$ cat src/rtl/hdlc_tx_arbiter_if.sv
// Bundle between the per-channel frame sources, the arbiter and the HDLC transmitter.
// slave: the arbiter side. master: the sources plus the transmitter, as seen by a bench or wrapper.
interface hdlc_tx_arbiter_if #(
    parameter int unsigned N = 4
);
    logic [N-1:0]   req;
    logic [8*N-1:0] in_data;
    logic [N-1:0]   in_valid;
    logic [N-1:0]   in_last;
    logic [N-1:0]   in_ready;
    logic [7:0]     out_data;
    logic           out_valid;
    logic           out_last;
    logic           out_abort;
    logic           out_ready;
    logic [N-1:0]   grant;
    logic           busy;

    modport slave (
        input  req, in_data, in_valid, in_last, out_ready,
        output in_ready, out_data, out_valid, out_last, out_abort, grant, busy
    );

    modport master (
        output req, in_data, in_valid, in_last, out_ready,
        input  in_ready, out_data, out_valid, out_last, out_abort, grant, busy
    );
endinterface

$ cat src/rtl/hdlc_tx_arbiter.sv
// Frame-granular round-robin arbiter feeding one HDLC transmit byte stream.
// Holds a grant for a whole frame, enforces an inter-frame gap and aborts over-length frames.
module hdlc_tx_arbiter #(
    parameter int unsigned N         = 4,
    parameter int unsigned GAP       = 2,
    parameter int unsigned MAX_LEN   = 2048,
    parameter int unsigned LEN_ORDER = 12
) (
    input  logic              clk,
    input  logic              reset,
    hdlc_tx_arbiter_if.slave  bus
);
    localparam int unsigned PW = (N > 1) ? $clog2(N) : 1;
    localparam int unsigned GW = (GAP > 1) ? $clog2(GAP) : 1;

    typedef enum logic [1:0] {
        IDLE  = 2'd0,
        XFER  = 2'd1,
        DRAIN = 2'd2,
        GAPS  = 2'd3
    } state_e;

    state_e               state_q;
    logic [N-1:0]         grant_q;
    logic [PW-1:0]        owner_q;
    logic [PW-1:0]        ptr_q;
    logic [LEN_ORDER-1:0] count_q;
    logic [GW-1:0]        gap_q;
    logic                 abort_q;

    logic                 found_c;
    logic [PW-1:0]        pick_c;
    int unsigned          idx_c;
    logic [7:0]           sel_data_c;
    logic                 sel_valid_c;
    logic                 sel_last_c;
    logic [PW-1:0]        ptr_next_c;

    // Round-robin search starting at the pointer.
    always_comb begin
        found_c = 1'b0;
        pick_c  = '0;
        idx_c   = 0;
        for (int k = 0; k < int'(N); k++) begin
            idx_c = int'(ptr_q) + k;
            if (idx_c >= N) begin
                idx_c = idx_c - N;
            end
            if (!found_c && bus.req[PW'(idx_c)]) begin
                found_c = 1'b1;
                pick_c  = PW'(idx_c);
            end
        end
    end

    // Select the owner's byte lane.
    always_comb begin
        sel_data_c  = '0;
        sel_valid_c = 1'b0;
        sel_last_c  = 1'b0;
        for (int i = 0; i < int'(N); i++) begin
            if (owner_q == PW'(i)) begin
                sel_data_c  = bus.in_data[8*i +: 8];
                sel_valid_c = bus.in_valid[i];
                sel_last_c  = bus.in_last[i];
            end
        end
    end

    assign ptr_next_c = (owner_q == PW'(N - 1)) ? '0 : owner_q + PW'(1);

    // Byte path is combinational so the transmitter sees the source without added latency.
    always_comb begin
        bus.in_ready  = '0;
        bus.out_data  = '0;
        bus.out_valid = 1'b0;
        bus.out_last  = 1'b0;
        case (state_q)
            XFER: begin
                bus.out_data  = sel_data_c;
                bus.out_valid = sel_valid_c;
                bus.out_last  = sel_last_c;
                bus.in_ready  = grant_q & {N{bus.out_ready}};
            end
            DRAIN:   bus.in_ready = grant_q;
            default: ;
        endcase
    end

    assign bus.grant     = grant_q;
    assign bus.out_abort = abort_q;
    assign bus.busy      = (state_q != IDLE);

    always_ff @(posedge clk or posedge reset) begin
        if (reset) begin
            state_q <= IDLE;
            grant_q <= '0;
            owner_q <= '0;
            ptr_q   <= '0;
            count_q <= '0;
            gap_q   <= '0;
            abort_q <= 1'b0;
        end else begin
            abort_q <= 1'b0;
            case (state_q)
                IDLE: begin
                    if (found_c) begin
                        grant_q <= N'(1) << pick_c;
                        owner_q <= pick_c;
                        count_q <= '0;
                        state_q <= XFER;
                    end
                end
                XFER: begin
                    if (sel_valid_c && bus.out_ready) begin
                        if (count_q != '1) begin
                            count_q <= count_q + LEN_ORDER'(1);
                        end
                        if (sel_last_c) begin
                            grant_q <= '0;
                            ptr_q   <= ptr_next_c;
                            gap_q   <= '0;
                            state_q <= (GAP == 0) ? IDLE : GAPS;
                        end else if (count_q == LEN_ORDER'(MAX_LEN - 1)) begin
                            abort_q <= 1'b1;
                            state_q <= DRAIN;
                        end
                    end
                end
                DRAIN: begin
                    // Rest of an over-length frame is consumed and dropped.
                    if (sel_valid_c && sel_last_c) begin
                        grant_q <= '0;
                        ptr_q   <= ptr_next_c;
                        gap_q   <= '0;
                        state_q <= (GAP == 0) ? IDLE : GAPS;
                    end
                end
                GAPS: begin
                    if (gap_q == GW'(int'(GAP) - 1)) begin
                        state_q <= IDLE;
                    end else begin
                        gap_q <= gap_q + GW'(1);
                    end
                end
                default: state_q <= IDLE;
            endcase
        end
    end
endmodule

$ cat src/flat_wrapper.sv
// flat-port wrapper written by rule: the top's interface ports become plain ports
module hdlc_tx_arbiter_flat 
#(
    parameter int unsigned N         = 4,
    parameter int unsigned GAP       = 2,
    parameter int unsigned MAX_LEN   = 2048,
    parameter int unsigned LEN_ORDER = 12
)
  (clk, reset, bus_req, bus_in_data, bus_in_valid, bus_in_last, bus_out_ready, bus_in_ready, bus_out_data, bus_out_valid, bus_out_last, bus_out_abort, bus_grant, bus_busy);
  hdlc_tx_arbiter_if #(.N(N)) bus_i ();
  input  logic clk;
  input  logic reset;
  input wire logic [$bits(bus_i.req)-1:0] bus_req;
  input wire logic [$bits(bus_i.in_data)-1:0] bus_in_data;
  input wire logic [$bits(bus_i.in_valid)-1:0] bus_in_valid;
  input wire logic [$bits(bus_i.in_last)-1:0] bus_in_last;
  input wire logic [$bits(bus_i.out_ready)-1:0] bus_out_ready;
  output wire logic [$bits(bus_i.in_ready)-1:0] bus_in_ready;
  output wire logic [$bits(bus_i.out_data)-1:0] bus_out_data;
  output wire logic [$bits(bus_i.out_valid)-1:0] bus_out_valid;
  output wire logic [$bits(bus_i.out_last)-1:0] bus_out_last;
  output wire logic [$bits(bus_i.out_abort)-1:0] bus_out_abort;
  output wire logic [$bits(bus_i.grant)-1:0] bus_grant;
  output wire logic [$bits(bus_i.busy)-1:0] bus_busy;
  assign bus_i.req = bus_req;
  assign bus_i.in_data = bus_in_data;
  assign bus_i.in_valid = bus_in_valid;
  assign bus_i.in_last = bus_in_last;
  assign bus_i.out_ready = bus_out_ready;
  assign bus_in_ready = bus_i.in_ready;
  assign bus_out_data = bus_i.out_data;
  assign bus_out_valid = bus_i.out_valid;
  assign bus_out_last = bus_i.out_last;
  assign bus_out_abort = bus_i.out_abort;
  assign bus_grant = bus_i.grant;
  assign bus_busy = bus_i.busy;
  hdlc_tx_arbiter #(.N(N), .GAP(GAP), .MAX_LEN(MAX_LEN), .LEN_ORDER(LEN_ORDER)) u_core (.clk(clk), .reset(reset), .bus(bus_i));
endmodule
$ cat config.mk
export PLATFORM = sky130hd
export DESIGN_NAME = hdlc_tx_arbiter_flat
export DESIGN_NICKNAME = d
export VERILOG_FILES = /design/src/rtl/hdlc_tx_arbiter_if.sv /design/src/rtl/hdlc_tx_arbiter.sv /design/src/flat_wrapper.sv
export SDC_FILE = /design/constraint.sdc
export NUM_CORES = 1
export LEC_CHECK = 0
export BUFFER_PORTS_ARGS = -buffer_cell sky130_fd_sc_hd__buf_2
export CAP_MARGIN = 10
export CORE_ASPECT_RATIO = 1.1
export CORE_MARGIN = 4
export CORE_UTILIZATION = 30
export CTS_CLUSTER_DIAMETER = 30
export DETAILED_ROUTE_END_ITERATION = 10
export PLACE_DENSITY_LB_ADDON = 0.25
export SLEW_MARGIN = 20
export SYNTH_ARGS = -nofsm -noshare
export SYNTH_HDL_FRONTEND = slang
export SYNTH_SLANG_ARGS = --single-unit
$ cat constraint.sdc
create_clock -name clk -period 3.2 [get_ports clk]
set_clock_uncertainty 0.15 [all_clocks]
set_input_delay 0.32 -clock clk [delete_from_list [all_inputs] [get_ports clk]]
set_output_delay 0.32 -clock clk [all_outputs]
set_load 0.01 [all_outputs]
; ---- Word-level counts from Yosys, hierarchy flattened
; Cells that the tools add are included.
[totals]
elab_cells = 129
ramBits = 0
memories = 0
romBits = 0
register_bits = 24
latchBits = 0
[classes]
div = 0
mux = 66
mul = 0
shift = 1
n_bitwise = 1
magnitude_cmp = 8
n_addsub = 10
eq_ne = 15
n_reduce_logical = 21
[op_table]
columns = cell, count
row1 = 8-bit two-way mux, 5
row2 = 12-bit two-way mux, 3
row3 = 2-bit two-way mux, 18
row4 = 1-bit two-way mux, 26
row5 = 12-bit case mux with 2 select lines, 1
row6 = 4-bit two-way mux, 4
row7 = 12-bit by 1-bit adder with 12-bit output (second input constant), 1
row8 = 12-bit by 11-bit equality test with 1-bit output (second input constant), 1
row9 = 2-bit by 3-bit less-than comparator with 1-bit output (second input constant), 4
row10 = 12-bit != test (second input constant), 1
row11 = 2-bit by 1-bit != test with 1-bit output (second input constant), 6
row12 = 4-bit case mux with 3 select lines, 1
row13 = 4-bit AND reduction, 3
row14 = 5-bit AND reduction, 2
row15 = 3-bit >= comparator (second input constant), 3
row16 = 1-bit binary-select mux with 2-bit select, 4
row17 = 2-bit equality test (second input constant), 4
row18 = 2-bit case mux with 4 select lines, 1
row19 = 4-bit case mux with 2 select lines, 1
row20 = 2-bit by 1-bit subtractor with 2-bit output (second input constant), 4
row21 = 2-bit by 2-bit adder with 3-bit output (second input constant), 2
row22 = 2-bit nonzero test, 3
row23 = 3-bit nonzero test, 2
row24 = 1-bit logical AND, 5
row25 = 13 further kinds, 17

; ---- Depth between registers and ports, before layout
[logic_depth]
ltp_word = 17
ltp_mapped = 10
depth_no_buf = 8

; ---- Worst setup path before layout
; No wires, ideal clock.
[synth_path]
path_type = register to register
from = register u_core.owner_q[0]
to = register u_core.grant_q[0] (netlist: u_core.bus.grant[0])
path_buffers = 1
period_less_slack_ps = 2392
stages_incl_launch_ff = 9
setup_ps = 125
t_required_ps = 2925
t_arrival_ps = 2118
slack_ps = 808
cell_sequence = dfrtp_1 -> ha_1 -> buf_6 -> nand3b_4 -> a221oi_2 -> a21boi_2 -> o21a_1 -> nor3_4 -> mux2_2
[synth_via]
elab_chain_cells = 8
word_cells_on_any_way = 18
classes_between = eq/ne (6) / mux (8) / reduce/logical (4)
[synth_lines]
columns = item, line_no
row1 = start: declaration, hdlc_tx_arbiter.sv:25  ; logic [PW-1:0] owner_q;
row2 = start signal: assignment, hdlc_tx_arbiter.sv:109  ; owner_q <= pick_c;
row3 = 2-bit zero test, hdlc_tx_arbiter.sv:62  ; if (owner_q == PW'(i)) begin
row4 = 1-bit two-way mux (4 in series), hdlc_tx_arbiter.sv:62
row5 = 1-bit logical AND (on tied branches), "hdlc_tx_arbiter.sv:132, hdlc_tx_arbiter.sv:115"
row6 = 2-bit by 1-bit != test with 1-bit output (no source line), -
row7 = 5-bit AND reduction (no source line) (*), -
row8 = end signal: assignment, hdlc_tx_arbiter.sv:108  ; grant_q <= N'(1) << pick_c;
row9 = end: declaration, hdlc_tx_arbiter.sv:24  ; logic [N-1:0] grant_q;
; Every way passes the cells marked *; elsewhere a longest branch is shown, timed or not.
; A chain may end at the register's enable or synchronous reset.

; ---- Worst setup path after layout
[layout_path]
from = register u_core.owner_q[1]
to = output bus_out_data[4]
[layout_via]
elab_chain_cells = 6
word_cells_on_any_way = 9
classes_between = eq/ne (3) / mux (5) / reduce/logical (1)
[layout_lines]
columns = item, line_no
row1 = 2-bit zero test, hdlc_tx_arbiter.sv:62
row2 = 8-bit two-way mux (3 in series), hdlc_tx_arbiter.sv:62
row3 = 8-bit two-way mux (*), hdlc_tx_arbiter.sv:62
row4 = 8-bit two-way mux (*), hdlc_tx_arbiter.sv:78  ; case (state_q)
row5 = end: declaration, flat_wrapper.sv:19  ; output wire logic [$bits(bus_i.out_data)-1:0] bus_out_data;
; Marked as above.

==> run_results.csv <==
group,metric,value,unit
logic_synthesis,synth_area_leader_cell,"dfrtp_1",
clocking,cts_setup_buffers,0,
clocking,clock_path_buffers,2,
power,cellLeakagePower,1.16,nW
sta,hold_ws,101,ps
power,finalPower,0.00189,W
power,combinationalPowerShare,0.654,
sta,clock.fmax,368,MHz
logic_synthesis,ys_ff_latch,24,
clocking,ctsHoldBuffers,0,
global_route,overflow,0,
route,routed_wl,4.49,mm
die,io-pin-count,67,
finish,diodes,0,
global_route,grt_pass1_wl,7.59,mm
logic_synthesis,synth.distinct_cells,47,
placed_design,routabilityCongestion,0.806,
run_status,status,"finished clean",
sta,finalWorstSetupSlack,480,ps
finish,fin_nets,353,
worst_setup_path,critPathCaptureType,"primary output",
logic_synthesis,synth_fa_ha_area_frac,0.0653,
global_route,grt_usage,0.115,
sta,slew_viol_final,0,
worst_setup_path,path_cells,"inv_1 > ha_1 > and2b_2 > a22oi_1 > nor2_1 > a21oi_1 > o21ai_0 > and2_1 > buf_2",
finish,fillers,632,
power,p_per_area,791,nW/um^2
worst_setup_path,crit_type,"flop to primary output",
placed_design,port_buffers,66,
power,p_int,0.00104,W
worst_setup_path,cp_max_fo,13,
sta,slew_headroom,0.376,
worst_setup_path,cp_data_required_time,2730,ps
placed_design,hpwl,3.56,mm
global_route,grt_antenna_before_repair,0,
clocking,cts_tree,"yes",
logic_synthesis,syn-num-nets,285,
logic_synthesis,synth_compound_area_frac,0.183,
clocking,cts.sinks,24,
finish,syn2layout_area_growth,24.5,%
logic_synthesis,synth_area,1920,sq um
sta,timing.final.crit_period,2720,ps
sta,final.setup.tns,0,ps
route,drtPass1Iterations,4,
clocking,clkTransAtPathRegs,90,ps
worst_hold_path,hp-class,"primary input to async pin",
worst_setup_path,worstReg2RegStart,"u_core.owner_q[1]",
sta,rsz0062_at_grt,"false",
sta,hold_viol,0,
die,die-area,7730,sq um
placed_design,dp_slack,481,ps
logic_synthesis,synth_common_cells,"nor2_1, dfrtp_1, nand2_1",
worst_setup_path,cpMaxStageDelayCell,"dfrtp_1",
sta,fin_crit_sh,0.850,
finish,drive_above_1_share,0.336,
worst_setup_path,start_kind,"flop",
logic_synthesis,ys.flop_type,"dfrtp_1",
logic_synthesis,synth_top_family_by_area,"simple AND/OR/NAND/NOR gates",
sta,final-setup-viol-count,0,
die,fp.dieW,84.2,um
finish,final-seq-area,601,sq um
logic_synthesis,yosys.area_share.simple,0.299,
route,first_iter_violations,114,
logic_synthesis,yosys-top-cells-area,"dfrtp_1, ha_1, nor2_1, nand2_1, and2_1",
die,rows,30,
route,vias_per_cell,4.75,
clocking,clock_tree.root_cell,"clkbuf_8",
worst_setup_path,slowest_delay,420,ps
power,pwr-share-clk,0.110,
worst_setup_path,r2r_cells,8,
die,core_area,6190,sq um
global_route,grt_max_degree,25,
clocking,cts_buffers,3,
logic_synthesis,synthXorXnorAreaFrac,0.0366,
logic_synthesis,synth_top_area_share,0.313,
route,vias,1783,
power,p_seq_frac,0.236,
finish,multi_input_area,1220,sq um
logic_synthesis,synthCells,228,
logic_synthesis,synthMuxAreaShare,0.0522,
logic_synthesis,synth_enable_flop_cells,0,
logic_synthesis,seq_area_frac_synth,0.313,
clocking,post_cts_resized,0,
route,wl_per_cell,12.0,um
worst_setup_path,timing.rr.end,"u_core.bus.grant[2]",
sta,tightest_slew,936,ps
global_route,grt_pass1_vias,1697,
worst_setup_path,crit_arrival,2250,ps
job,cap_viol_max_count,0,
logic_synthesis,yosys_warnings,0,
logic_synthesis,synth.avg_cell_area,8.41,sq um
power,p_sw_frac,0.447,
die,start_util,0.309,
route,drc,0,
die,die_h,91.8,um
logic_synthesis,yosysMostFrequentCell,"nor2_1",
power,peakVddDrop,0.241,mV
clocking,clk_latency,260,ps
route,ant_nets,0,
power,power.switching,0.000844,W
logic_synthesis,async_reset_ff_frac,1.00,
worst_setup_path,reg2reg_slack,510,ps
clocking,htreeDepth,1,
==> how the worst max path moves through the flow <==
stage / cells after the start / start / end / slack (ps)
6_report: 9 / u_core.owner_q[1] / bus_out_data[4] / 480
5_1_grt: 9 / u_core.owner_q[1] / bus_out_data[6] / 220
4_1_cts: 9 / u_core.owner_q[1] / bus_out_data[4] / 440
3_5_place_dp: 8 / u_core.owner_q[1] / u_core.bus.grant[1] / 480
3_3_place_gp: 8 / u_core.owner_q[1] / u_core.bus.grant[3] / 540
2_1_floorplan: 8 / u_core.owner_q[0] / u_core.bus.grant[0] / 810
==> per-layer routing <==
| metal | up-vias | wire length, um | track usage |
|---|---|---|---|
| met2 | 45 | 2020 | 0.191 |
| met4 | 0 | 45 | 0.0282 |
| met1 | 803 | 2120 | 0.153 |
| met5 | - | 0 | 0 |
| li1 | 931 | - | - |
| met3 | 4 | 295 | 0.0198 |
==> cell usage in the layout (no fill, tap or decap), types with 2 or more instances in the layout <==
cell type,count
buf_4,6
nor4_1,4
dfrtp_1,24
a21boi_2,2
nor2b_1,2
a21o_1,2
a22oi_1,8
and2b_2,2
nor3b_1,3
xnor2_1,8
inv_1,10
nor3_1,11
and2_1,13
ha_1,10
o31ai_1,2
nand2_1,24
and2_2,2
clkbuf_8,4
o21ai_0,13
nor2_1,26
o21a_1,2
mux2_2,7
a21oi_1,13
nand4_1,2
nand3_1,5
buf_2,66
nand2b_1,4
a211oi_2,2
==> power groups by stage <==
stage	Clock (W)	Sequential, W	Combinational, W
finish	0.000207	0.000446	0.00124
global route	0.000228	0.000458	0.00139
CTS	0.000212	0.000446	0.00125
detailed placement	0	0.000452	0.00125
global placement	0	0.000449	0.00124
floorplan	0	0.000443	0.000958
==> flip-flops by register name (all words and copies together), names as in the netlist <==
name / flops
u_core.count_q: 12
u_core.bus.grant: 4
u_core.owner_q: 2
u_core.ptr_q: 2
u_core.state_q: 2
u_core.bus.out_abort: 1
u_core.gap_q: 1
==> area by class of cell <==
| cell class | instances | area share |
|---|---|---|
| multi-input combinational | 185 | 0.510 |
| sequential | 24 | 0.252 |
| timing repair buffer | 72 | 0.157 |
| tap | 80 | 0.0419 |
| clock buffer | 4 | 0.0231 |
| inverter | 10 | 0.0157 |
==> per-stage QoR <==
step / cell area (sq um) / util / std cells
final: 2390 / 0.385 / 375
after global routing: 2390 / 0.385 / 375
after CTS: 2390 / 0.385 / 375
after detailed placement: 2330 / 0.377 / 371
after global placement: 2330 / 0.377 / 371
after floorplan: 1920 / - / 228
==> kinds of logic (layout without fill, tap and decap cells) <==
group,Yosys count,in the layout
compound gates,51,51
xor+xnor,8,8
fa+ha+maj,10,10
buf+inv,19,86
flops,24,24
mux,9,9
simple gates,107,107
==> critical path: cells and delay by family, from the launching register on <==
family                     cells  cell delay (ps)
and+or+nand+nor                3              540
buffers and inverters          2              220
adders and majority gates      1              420
DFF                            1              420
AOI/OAI and AO/OA              3              390
(Power assumes the default switching activity.)
